--- config.mk ---
export PLATFORM = sky130hd
export DESIGN_NAME = lane_frame_loader_flat
export DESIGN_NICKNAME = d
export VERILOG_FILES = /design/src/rtl/lane_pkg.sv /design/src/rtl/lane_frame_loader_if.sv /design/src/rtl/lane_sum_acc.sv /design/src/rtl/lane_frame_loader.sv /design/src/flat_wrapper.sv
export SDC_FILE = /design/constraint.sdc
export NUM_CORES = 1
export LEC_CHECK = 0
export CORE_MARGIN = 5
export CORE_UTILIZATION = 45
export CTS_CLUSTER_SIZE = 12
export DETAILED_ROUTE_END_ITERATION = 8
export PLACE_DENSITY = 0.86
export SLEW_MARGIN = 0
export SYNTH_ARGS = -nofsm -noshare
export SYNTH_HDL_FRONTEND = slang
export SYNTH_SLANG_ARGS = --single-unit
--- constraint.sdc ---
create_clock -name clk_i -period 3.4 [get_ports clk_i]
set_input_delay 0.68 -clock clk_i [delete_from_list [all_inputs] [get_ports clk_i]]
set_output_delay 0.68 -clock clk_i [all_outputs]
set_load 0.05 [all_outputs]
--- src/rtl/lane_pkg.sv ---
// Shared definitions for the lane frame loader.
// Holds the fixed lane count, the loader state encoding and the lane
// index type used by the top-level loader and its testbench.
package lane_pkg;

    // The frame is always exactly 26 lanes wide (data_a .. data_z).
    localparam int NUM_LANES = 26;

    // Index of the final lane (data_z).
    localparam logic [4:0] LAST_IDX = 5'd25;

    // The lane index counter runs 0..25, so five bits are enough.
    typedef logic [4:0] idx_t;

    // FILL: collecting bytes into the lanes.
    // HOLD: presenting a finished frame to the consumer.
    typedef enum logic {
        FILL = 1'b0,
        HOLD = 1'b1
    } state_t;

endpackage

--- src/rtl/lane_frame_loader_if.sv ---
// Serial byte-stream bus that feeds the lane frame loader.
// Signals:
//   in_data  - byte being offered by the source
//   in_valid - in_data is valid this cycle
//   in_last  - the offered byte is the final byte of its frame
//   in_ready - the loader accepts a byte this cycle
// Modports:
//   master - the byte source
//   slave  - the loader
interface lane_frame_loader_if #(
    parameter int LANE_W = 8
);
    logic [LANE_W-1:0] in_data;
    logic              in_valid;
    logic              in_last;
    logic              in_ready;

    modport master (
        output in_data,
        output in_valid,
        output in_last,
        input  in_ready
    );

    modport slave (
        input  in_data,
        input  in_valid,
        input  in_last,
        output in_ready
    );
endinterface

--- src/rtl/lane_sum_acc.sv ---
// 16-bit clearable accumulator with add-enable.
// Ports:
//   clk_i   - clock, rising edge
//   rst_i   - synchronous active-high reset, forces sum to zero
//   clear   - zero the sum on the next edge (wins over add_en)
//   add_en  - add add_val to the sum on the next edge
//   add_val - value to add
//   sum     - running total
module lane_sum_acc (
    input  logic        clk_i,
    input  logic        rst_i,
    input  logic        clear,
    input  logic        add_en,
    input  logic [15:0] add_val,
    output logic [15:0] sum
);

    // Running total. Clear has priority so a handshake and a stray add
    // in the same cycle always leave the next frame starting from zero.
    always_ff @(posedge clk_i) begin
        if (rst_i) begin
            sum <= '0;
        end else if (clear) begin
            sum <= '0;
        end else if (add_en) begin
            sum <= sum + add_val;
        end
    end

endmodule

--- src/rtl/lane_frame_loader.sv ---
// Serial-to-parallel frame loader.
// Collects up to 26 bytes from a valid/ready byte stream into 26 parallel
// lanes (data_a first), then holds the finished frame until the consumer
// takes it with frame_ready. A frame ended early by in_last has its
// remaining lanes zeroed and is flagged with frame_short. frame_sum is the
// sum of all 26 lanes of the presented frame.
// Ports:
//   clk_i, rst_i      - clock and synchronous active-high reset
//   in_bus            - byte stream (lane_frame_loader_if.slave)
//   data_a .. data_z  - parallel lanes
//   frame_valid       - lanes hold a complete frame
//   frame_ready       - consumer takes the frame
//   frame_short       - frame ended early and was zero-padded
//   frame_sum         - sum of all lanes of the frame
module lane_frame_loader
    import lane_pkg::*;
#(
    parameter int LANE_W = 8
) (
    input  logic                clk_i,
    input  logic                rst_i,
    lane_frame_loader_if.slave  in_bus,
    output logic [LANE_W-1:0]   data_a,
    output logic [LANE_W-1:0]   data_b,
    output logic [LANE_W-1:0]   data_c,
    output logic [LANE_W-1:0]   data_d,
    output logic [LANE_W-1:0]   data_e,
    output logic [LANE_W-1:0]   data_f,
    output logic [LANE_W-1:0]   data_g,
    output logic [LANE_W-1:0]   data_h,
    output logic [LANE_W-1:0]   data_i,
    output logic [LANE_W-1:0]   data_j,
    output logic [LANE_W-1:0]   data_k,
    output logic [LANE_W-1:0]   data_l,
    output logic [LANE_W-1:0]   data_m,
    output logic [LANE_W-1:0]   data_n,
    output logic [LANE_W-1:0]   data_o,
    output logic [LANE_W-1:0]   data_p,
    output logic [LANE_W-1:0]   data_q,
    output logic [LANE_W-1:0]   data_r,
    output logic [LANE_W-1:0]   data_s,
    output logic [LANE_W-1:0]   data_t,
    output logic [LANE_W-1:0]   data_u,
    output logic [LANE_W-1:0]   data_v,
    output logic [LANE_W-1:0]   data_w,
    output logic [LANE_W-1:0]   data_x,
    output logic [LANE_W-1:0]   data_y,
    output logic [LANE_W-1:0]   data_z,
    output logic                frame_valid,
    input  logic                frame_ready,
    output logic                frame_short,
    output logic [15:0]         frame_sum
);

    state_t            state;
    state_t            state_nxt;
    idx_t              idx;
    logic              fill_ready;
    logic              accept;
    logic              frame_end;
    logic              handshake;
    logic [LANE_W-1:0] lanes [NUM_LANES];

    assign in_bus.in_ready = fill_ready;
    assign accept          = in_bus.in_valid && fill_ready;
    // A frame closes on the 26th byte regardless of in_last, or earlier on in_last.
    assign frame_end       = (idx == LAST_IDX) || in_bus.in_last;
    assign handshake       = (state == HOLD) && frame_ready;

    // State register.
    always_ff @(posedge clk_i) begin
        if (rst_i) begin
            state <= FILL;
        end else begin
            state <= state_nxt;
        end
    end

    // Next-state and handshake outputs. Both outputs decode the registered
    // state only, so frame_ready never reaches in_ready combinationally.
    always_comb begin
        state_nxt   = state;
        fill_ready  = 1'b0;
        frame_valid = 1'b0;
        case (state)
            FILL: begin
                fill_ready = 1'b1;
                if (accept && frame_end) begin
                    state_nxt = HOLD;
                end
            end
            HOLD: begin
                frame_valid = 1'b1;
                if (frame_ready) begin
                    state_nxt = FILL;
                end
            end
            default: begin
                state_nxt = FILL;
            end
        endcase
    end

    // Lane index. It parks on the closing lane while the frame is held and
    // returns to zero only when the consumer takes the frame.
    always_ff @(posedge clk_i) begin
        if (rst_i) begin
            idx <= '0;
        end else if (handshake) begin
            idx <= '0;
        end else if (accept && !frame_end) begin
            idx <= idx + idx_t'(1);
        end
    end

    // Lane storage. The accepted byte lands in lane idx; a byte carrying
    // in_last also zeroes every lane above it in the same edge, so the
    // padding is visible together with frame_valid. Untouched lanes keep
    // the previous frame's contents.
    always_ff @(posedge clk_i) begin
        if (rst_i) begin
            for (int i = 0; i < NUM_LANES; i++) begin
                lanes[i] <= '0;
            end
        end else if (accept) begin
            for (int i = 0; i < NUM_LANES; i++) begin
                if (idx_t'(i) == idx) begin
                    lanes[i] <= in_bus.in_data;
                end else if (in_bus.in_last && (idx_t'(i) > idx)) begin
                    lanes[i] <= '0;
                end
            end
        end
    end

    // Short-frame flag: set when in_last closes the frame before lane 25,
    // cleared when the consumer takes the frame.
    always_ff @(posedge clk_i) begin
        if (rst_i) begin
            frame_short <= 1'b0;
        end else if (handshake) begin
            frame_short <= 1'b0;
        end else if (accept && in_bus.in_last && (idx != LAST_IDX)) begin
            frame_short <= 1'b1;
        end
    end

    // Sum of accepted bytes; padded lanes are zero so they add nothing.
    lane_sum_acc u_sum_acc (
        .clk_i   (clk_i),
        .rst_i   (rst_i),
        .clear   (handshake),
        .add_en  (accept),
        .add_val (16'(in_bus.in_data)),
        .sum     (frame_sum)
    );

    assign data_a = lanes[0];
    assign data_b = lanes[1];
    assign data_c = lanes[2];
    assign data_d = lanes[3];
    assign data_e = lanes[4];
    assign data_f = lanes[5];
    assign data_g = lanes[6];
    assign data_h = lanes[7];
    assign data_i = lanes[8];
    assign data_j = lanes[9];
    assign data_k = lanes[10];
    assign data_l = lanes[11];
    assign data_m = lanes[12];
    assign data_n = lanes[13];
    assign data_o = lanes[14];
    assign data_p = lanes[15];
    assign data_q = lanes[16];
    assign data_r = lanes[17];
    assign data_s = lanes[18];
    assign data_t = lanes[19];
    assign data_u = lanes[20];
    assign data_v = lanes[21];
    assign data_w = lanes[22];
    assign data_x = lanes[23];
    assign data_y = lanes[24];
    assign data_z = lanes[25];

endmodule

--- src/flat_wrapper.sv ---
// flat-port wrapper written by rule: the top's interface ports become plain ports
module lane_frame_loader_flat import lane_pkg::*;
#(
    parameter int LANE_W = 8
)
  (clk_i, rst_i, data_a, data_b, data_c, data_d, data_e, data_f, data_g, data_h, data_i, data_j, data_k, data_l, data_m, data_n, data_o, data_p, data_q, data_r, data_s, data_t, data_u, data_v, data_w, data_x, data_y, data_z, frame_valid, frame_ready, frame_short, frame_sum, in_bus_in_data, in_bus_in_valid, in_bus_in_last, in_bus_in_ready);
  lane_frame_loader_if #(.LANE_W(LANE_W)) in_bus_i ();
  input  logic clk_i;
  input  logic rst_i;
  output logic [LANE_W-1:0] data_a;
  output logic [LANE_W-1:0] data_b;
  output logic [LANE_W-1:0] data_c;
  output logic [LANE_W-1:0] data_d;
  output logic [LANE_W-1:0] data_e;
  output logic [LANE_W-1:0] data_f;
  output logic [LANE_W-1:0] data_g;
  output logic [LANE_W-1:0] data_h;
  output logic [LANE_W-1:0] data_i;
  output logic [LANE_W-1:0] data_j;
  output logic [LANE_W-1:0] data_k;
  output logic [LANE_W-1:0] data_l;
  output logic [LANE_W-1:0] data_m;
  output logic [LANE_W-1:0] data_n;
  output logic [LANE_W-1:0] data_o;
  output logic [LANE_W-1:0] data_p;
  output logic [LANE_W-1:0] data_q;
  output logic [LANE_W-1:0] data_r;
  output logic [LANE_W-1:0] data_s;
  output logic [LANE_W-1:0] data_t;
  output logic [LANE_W-1:0] data_u;
  output logic [LANE_W-1:0] data_v;
  output logic [LANE_W-1:0] data_w;
  output logic [LANE_W-1:0] data_x;
  output logic [LANE_W-1:0] data_y;
  output logic [LANE_W-1:0] data_z;
  output logic frame_valid;
  input  logic frame_ready;
  output logic frame_short;
  output logic [15:0] frame_sum;
  input wire logic [$bits(in_bus_i.in_data)-1:0] in_bus_in_data;
  input wire logic [$bits(in_bus_i.in_valid)-1:0] in_bus_in_valid;
  input wire logic [$bits(in_bus_i.in_last)-1:0] in_bus_in_last;
  output wire logic [$bits(in_bus_i.in_ready)-1:0] in_bus_in_ready;
  assign in_bus_i.in_data = in_bus_in_data;
  assign in_bus_i.in_valid = in_bus_in_valid;
  assign in_bus_i.in_last = in_bus_in_last;
  assign in_bus_in_ready = in_bus_i.in_ready;
  lane_frame_loader #(.LANE_W(LANE_W)) u_core (.clk_i(clk_i), .rst_i(rst_i), .in_bus(in_bus_i), .data_a(data_a), .data_b(data_b), .data_c(data_c), .data_d(data_d), .data_e(data_e), .data_f(data_f), .data_g(data_g), .data_h(data_h), .data_i(data_i), .data_j(data_j), .data_k(data_k), .data_l(data_l), .data_m(data_m), .data_n(data_n), .data_o(data_o), .data_p(data_p), .data_q(data_q), .data_r(data_r), .data_s(data_s), .data_t(data_t), .data_u(data_u), .data_v(data_v), .data_w(data_w), .data_x(data_x), .data_y(data_y), .data_z(data_z), .frame_valid(frame_valid), .frame_ready(frame_ready), .frame_short(frame_short), .frame_sum(frame_sum));
endmodule
==> summary.md <==
| Metric | Value |
|---|---|
| Outcome | `complete, no violations` |
| Number of global-route vias before repair | `between 6,000 and 7,000` |
| Int Pwr | `about 5100 µW` |
| Worst Setup Path Type | `in -> reg` |
| Min-Delay Startpoint | `u_core.frame_short` |
| Remaining Overflow, GRT | `0` |
| Peak Freq | `between 0.3 and 0.4 GHz` |
| Post-synthesis compound-gate area fraction | `about 6.7%` |
| Proportion of power drawn by the clock network | `34.0%` |
| Count of boundary I/O pins | `240` |
| Critical-path cell with the highest stage delay | `sky130_fd_sc_hd__clkdlybuf4s50_1` |
| Setup repair after global routing missed its margin | `false` |
| Die Outline Area | `~25,000 µm²` |
| Power Dens Cells | `538 nW/µm²` |
| Final Skew | `around 0.015 ns` |
| Count of H-tree levels built during CTS | `1` |
| Area of the placeable core | `between 20,000 and 25,000 µm²` |
| Delay of the slowest cell on the worst path | `0.54 ns` |
| Worst-case clock buffer depth | `3` |
| Post-route clock period utilization | `79.2%` |
| 1st-pass router iterations | `5` |
| Count of final hold-check violations | `0` |
| Worst setup slack for register-to-register paths | `about 0.74 ns` |
| Library cell occupying the most area in the post-synthesis netlist | `sky130_fd_sc_hd__edfxtp_1` |
| Via count normalized by instance count | `approximately 5.3` |
| Total number of vias | `between 6,000 and 7,000` |
| Simple logic cell fraction of the synthesized area | `between 10% and 20%` |
| Maximum capacitance violations | `0` |
| Top-area cell type share of the netlist area | `between 60% and 70%` |
| Synth top area cells | `sky130_fd_sc_hd__edfxtp_1 64%, sky130_fd_sc_hd__and2_1 12%, sky130_fd_sc_hd__dfxtp_1 4.7%` |
| Post-route design area | `between 10,000 and 15,000 µm²` |
| Dominant register cell in the synthesized netlist | `sky130_fd_sc_hd__edfxtp_1` |
| Std cell rows | `53` |
| Post-synthesis xor/xnor area fraction | `1.08%` |
| Clock-pin slew on the worst setup and hold paths | `approximately 0.060 ns` |
| Share of the core filled with cells | `62.9%` |
| Routed wire length | `27.0 mm` |
| Sort of element at the start of the critical path | `input pin` |
| Share of flip-flops with an asynchronous set or reset | `0%` |
| Count of instances resized after the clock tree is built | `0` |
| Proportion of synthesized area in mux cells | `less than 1%` |
| Worst vdd ir | `just under 0.0004 V` |
| Gp weighted congestion | `roughly 0.90` |
| Syn Inst Count | `730` |
| Worst reg2reg startpoint | `u_core.idx[4]` |
| Count of unresolved DRC violations after routing | `0` |
| Switching power summed over all nets | `2050 µW` |
| Worst Hold Class | `reg -> reg` |
| Fraction of layout cells with a size suffix above 1 | `under 10%` |
| Combinational share of power | `19.0%` |
| Most used standard cell by instance count after synthesis | `sky130_fd_sc_hd__edfxtp_1` |
| Sequential-to-total area share from yosys stat | `between 60% and 70%` |
| Instance area at placement | `between 10,000 and 15,000 µm²` |
| Commonest cells in the synthesized netlist | `208 x sky130_fd_sc_hd__edfxtp_1, 193 x sky130_fd_sc_hd__and2_1, 36 x sky130_fd_sc_hd__nand2_1, 29 x sky130_fd_sc_hd__nor2_1, 27 x sky130_fd_sc_hd__a21oi_1` |
| FF+latch count, synth | `approximately 230` |
| Final critical path time including I/O delays and setup | `2.69 ns` |
| CTS root buffer | `sky130_fd_sc_hd__clkbuf_16` |
| Global-route wire length before repair | `~40 mm` |
| Die H | `approximately 160 µm` |
| Crit path to | `u_core.lanes[0][23]` |
| Largest family of logic cells by synthesized area | `simple AND/OR/NAND/NOR gates` |
| Hold Buf Count CTS | `0` |
| Max-slew violation total from the final report | `0` |
| Net switching share of the total power | `between 20 and 30%` |
| Pin slew with the least headroom to its limit | `~1.2 ns` |
| Nature of the critical path endpoint | `flop` |
| Yosys Warn Count | `0` |
| Max-Slew Margin vs Limit | `a little over a fifth` |
| Adder and majority gate portion of the synthesized area | `1.62%` |
| Critical path data arrival time | `between 2 and 3 ns` |
| Synth unique cells | `53` |
| Crit path launch | `in_bus_in_valid` |
| Initial antenna violation count | `1` |
| # nets final | `about 1,000` |
| Clk sink count | `231` |
| Number of nets still failing antenna checks after routing | `0` |
| Floorplan die width | `approximately 160 µm` |
| Terminus of the critical flop-to-flop path | `u_core.lanes[0][168]` |
| Cell-by-cell trace of the critical path | `clkdlybuf4s50_1 -> nor2b_1 -> buf_4 -> nand3_1 -> nor3_2 -> a211o_1` |
| Per-cell routed wire length | `between 20 and 25 µm` |
| Max Fanout on Critical Path | `13` |
| Sequential share of power | `between 40% and 50%` |
| Standby leakage power | `approximately 0.0049 µW` |
| Final number of setup-violating endpoints | `0` |
| Starting Density | `a little under half` |
| Mean instance size in the synthesized netlist | `between 10 and 15 µm²` |
| Worst endpoint required time | `approximately 3.6 ns` |
| Buffer count from post-CTS setup fixing | `0` |
| Detailed-placement wirelength estimate | `around 19 mm` |
| Total routing resource utilization after global routing | `a little over a fifth` |
| Port bufs | `between 200 and 250` |
| Largest net degree at the start of global routing | `27` |
| Area growth from synthesis to layout | `36.5%` |
| Clock insertion delay at the later pin of the skew report | `approximately 0.51 ns` |
| Count of flip-flops with a built-in enable after synthesis | `about 210` |
| First DRT Iteration DRCs | `424` |
| Syn nets | `755` |
| TritonCTS clock tree | `built` |
| Aggregate negative setup slack | `0 ns` |
| Mapped cell area | `between 9000 and 10,000 µm²` |
| Length in cells of the worst reg-to-reg path | `2` |
| Number of buffers created by CTS | `24` |
## layer usage
metal	vias up	GRT usage (%)	wire, µm
met2	306	37.2	13500
li1	3128	-	-
met3	50	5.66	2530
met4	0	6.88	771
met5	-	0	0
met1	3269	26.3	10100
## stage by stage
stage	instances	total power (µW)	hold slack, ns	setup WS (ns)
CTS	1284	7200	0.480	0.728
global route	1285	7390	0.517	0.491
floorplan	730	4280	0.657	0.914
finish	1285	7160	0.479	0.708
detailed placement	1243	4780	0.461	0.207
global placement	1243	4760	0.452	0.278
## worst min path at each step
| stage | end | slack (ns) | depth (start not counted) |
|---|---|---|---|
| 2_1_floorplan | u_core.idx[0] | 0.66 | 3 |
| 3_3_place_gp | u_core.frame_short | 0.45 | 2 |
| 3_5_place_dp | u_core.frame_short | 0.46 | 2 |
| 4_1_cts | u_core.frame_short | 0.48 | 2 |
| 5_1_grt | u_core.u_sum_acc.sum[4] | 0.52 | 2 |
| 6_report | u_core.frame_short | 0.48 | 2 |
## state kept, by name, summed over array words and instances (netlist names)
| register | cells |
|---|---|
| u_core.frame_short | 1 |
| u_core.idx | 5 |
| u_core.u_sum_acc.sum | 16 |
| u_core.lanes | 208 |
| u_core.state | 1 |
## power groups by stage
stage                     logic [µW]  registers [µW]  clock network [µW]
after floorplan                  264            4010                   0
after detailed placement        1370            3420                   0
after CTS                       1370            3360                2470
final                           1360            3360                2430
after global placement          1350            3410                   0
after global routing            1420            3380                2590
## worst max-delay path, delay by kind of cell
kind / cells / cell delay (ns)
buffers and inverters: 2 / 0.74
and+or+nand+nor: 3 / 1.08
AOI/OAI and AO/OA: 1 / 0.36
## final cells by class
type                    count  area [µm²]
inverters                  10        37.5
repair buffers            275        2660
clock buffers              36         667
clock inverters             5        48.8
flip-flops and latches    231        6710
multi-input cells         452        2830
fillers                  1536        7850
well taps                 275         344
diodes                      1        2.50
## kinds of logic (layout without fill, tap and decap cells)
| group | count (synthesis) | after routing |
|---|---|---|
| buffers and inverters | 47 | 326 |
| AND/OR/NAND/NOR | 327 | 327 |
| adder cells (fa/ha/maj) | 12 | 12 |
| multiplexers | 2 | 2 |
| XOR/XNOR | 12 | 12 |
| other | 0 | 1 |
| flip-flops | 231 | 231 |
| AO/OA/AOI/OAI | 99 | 99 |
## cell usage in the layout, fill, tap and decap left out, types with 23 or more instances in the layout
cell / netlist / routed
sky130_fd_sc_hd__o21ai_0: 26 / 26
sky130_fd_sc_hd__edfxtp_1: 208 / 208
sky130_fd_sc_hd__buf_4: 2 / 36
sky130_fd_sc_hd__clkbuf_16: 0 / 25
sky130_fd_sc_hd__a21oi_1: 27 / 27
sky130_fd_sc_hd__dfxtp_1: 23 / 23
sky130_fd_sc_hd__nor2_1: 29 / 29
sky130_fd_sc_hd__nand2_1: 36 / 36
sky130_fd_sc_hd__clkdlybuf4s50_1: 0 / 239
sky130_fd_sc_hd__and2_1: 193 / 193
No activity file was read; power rests on OpenSTA's default activity.
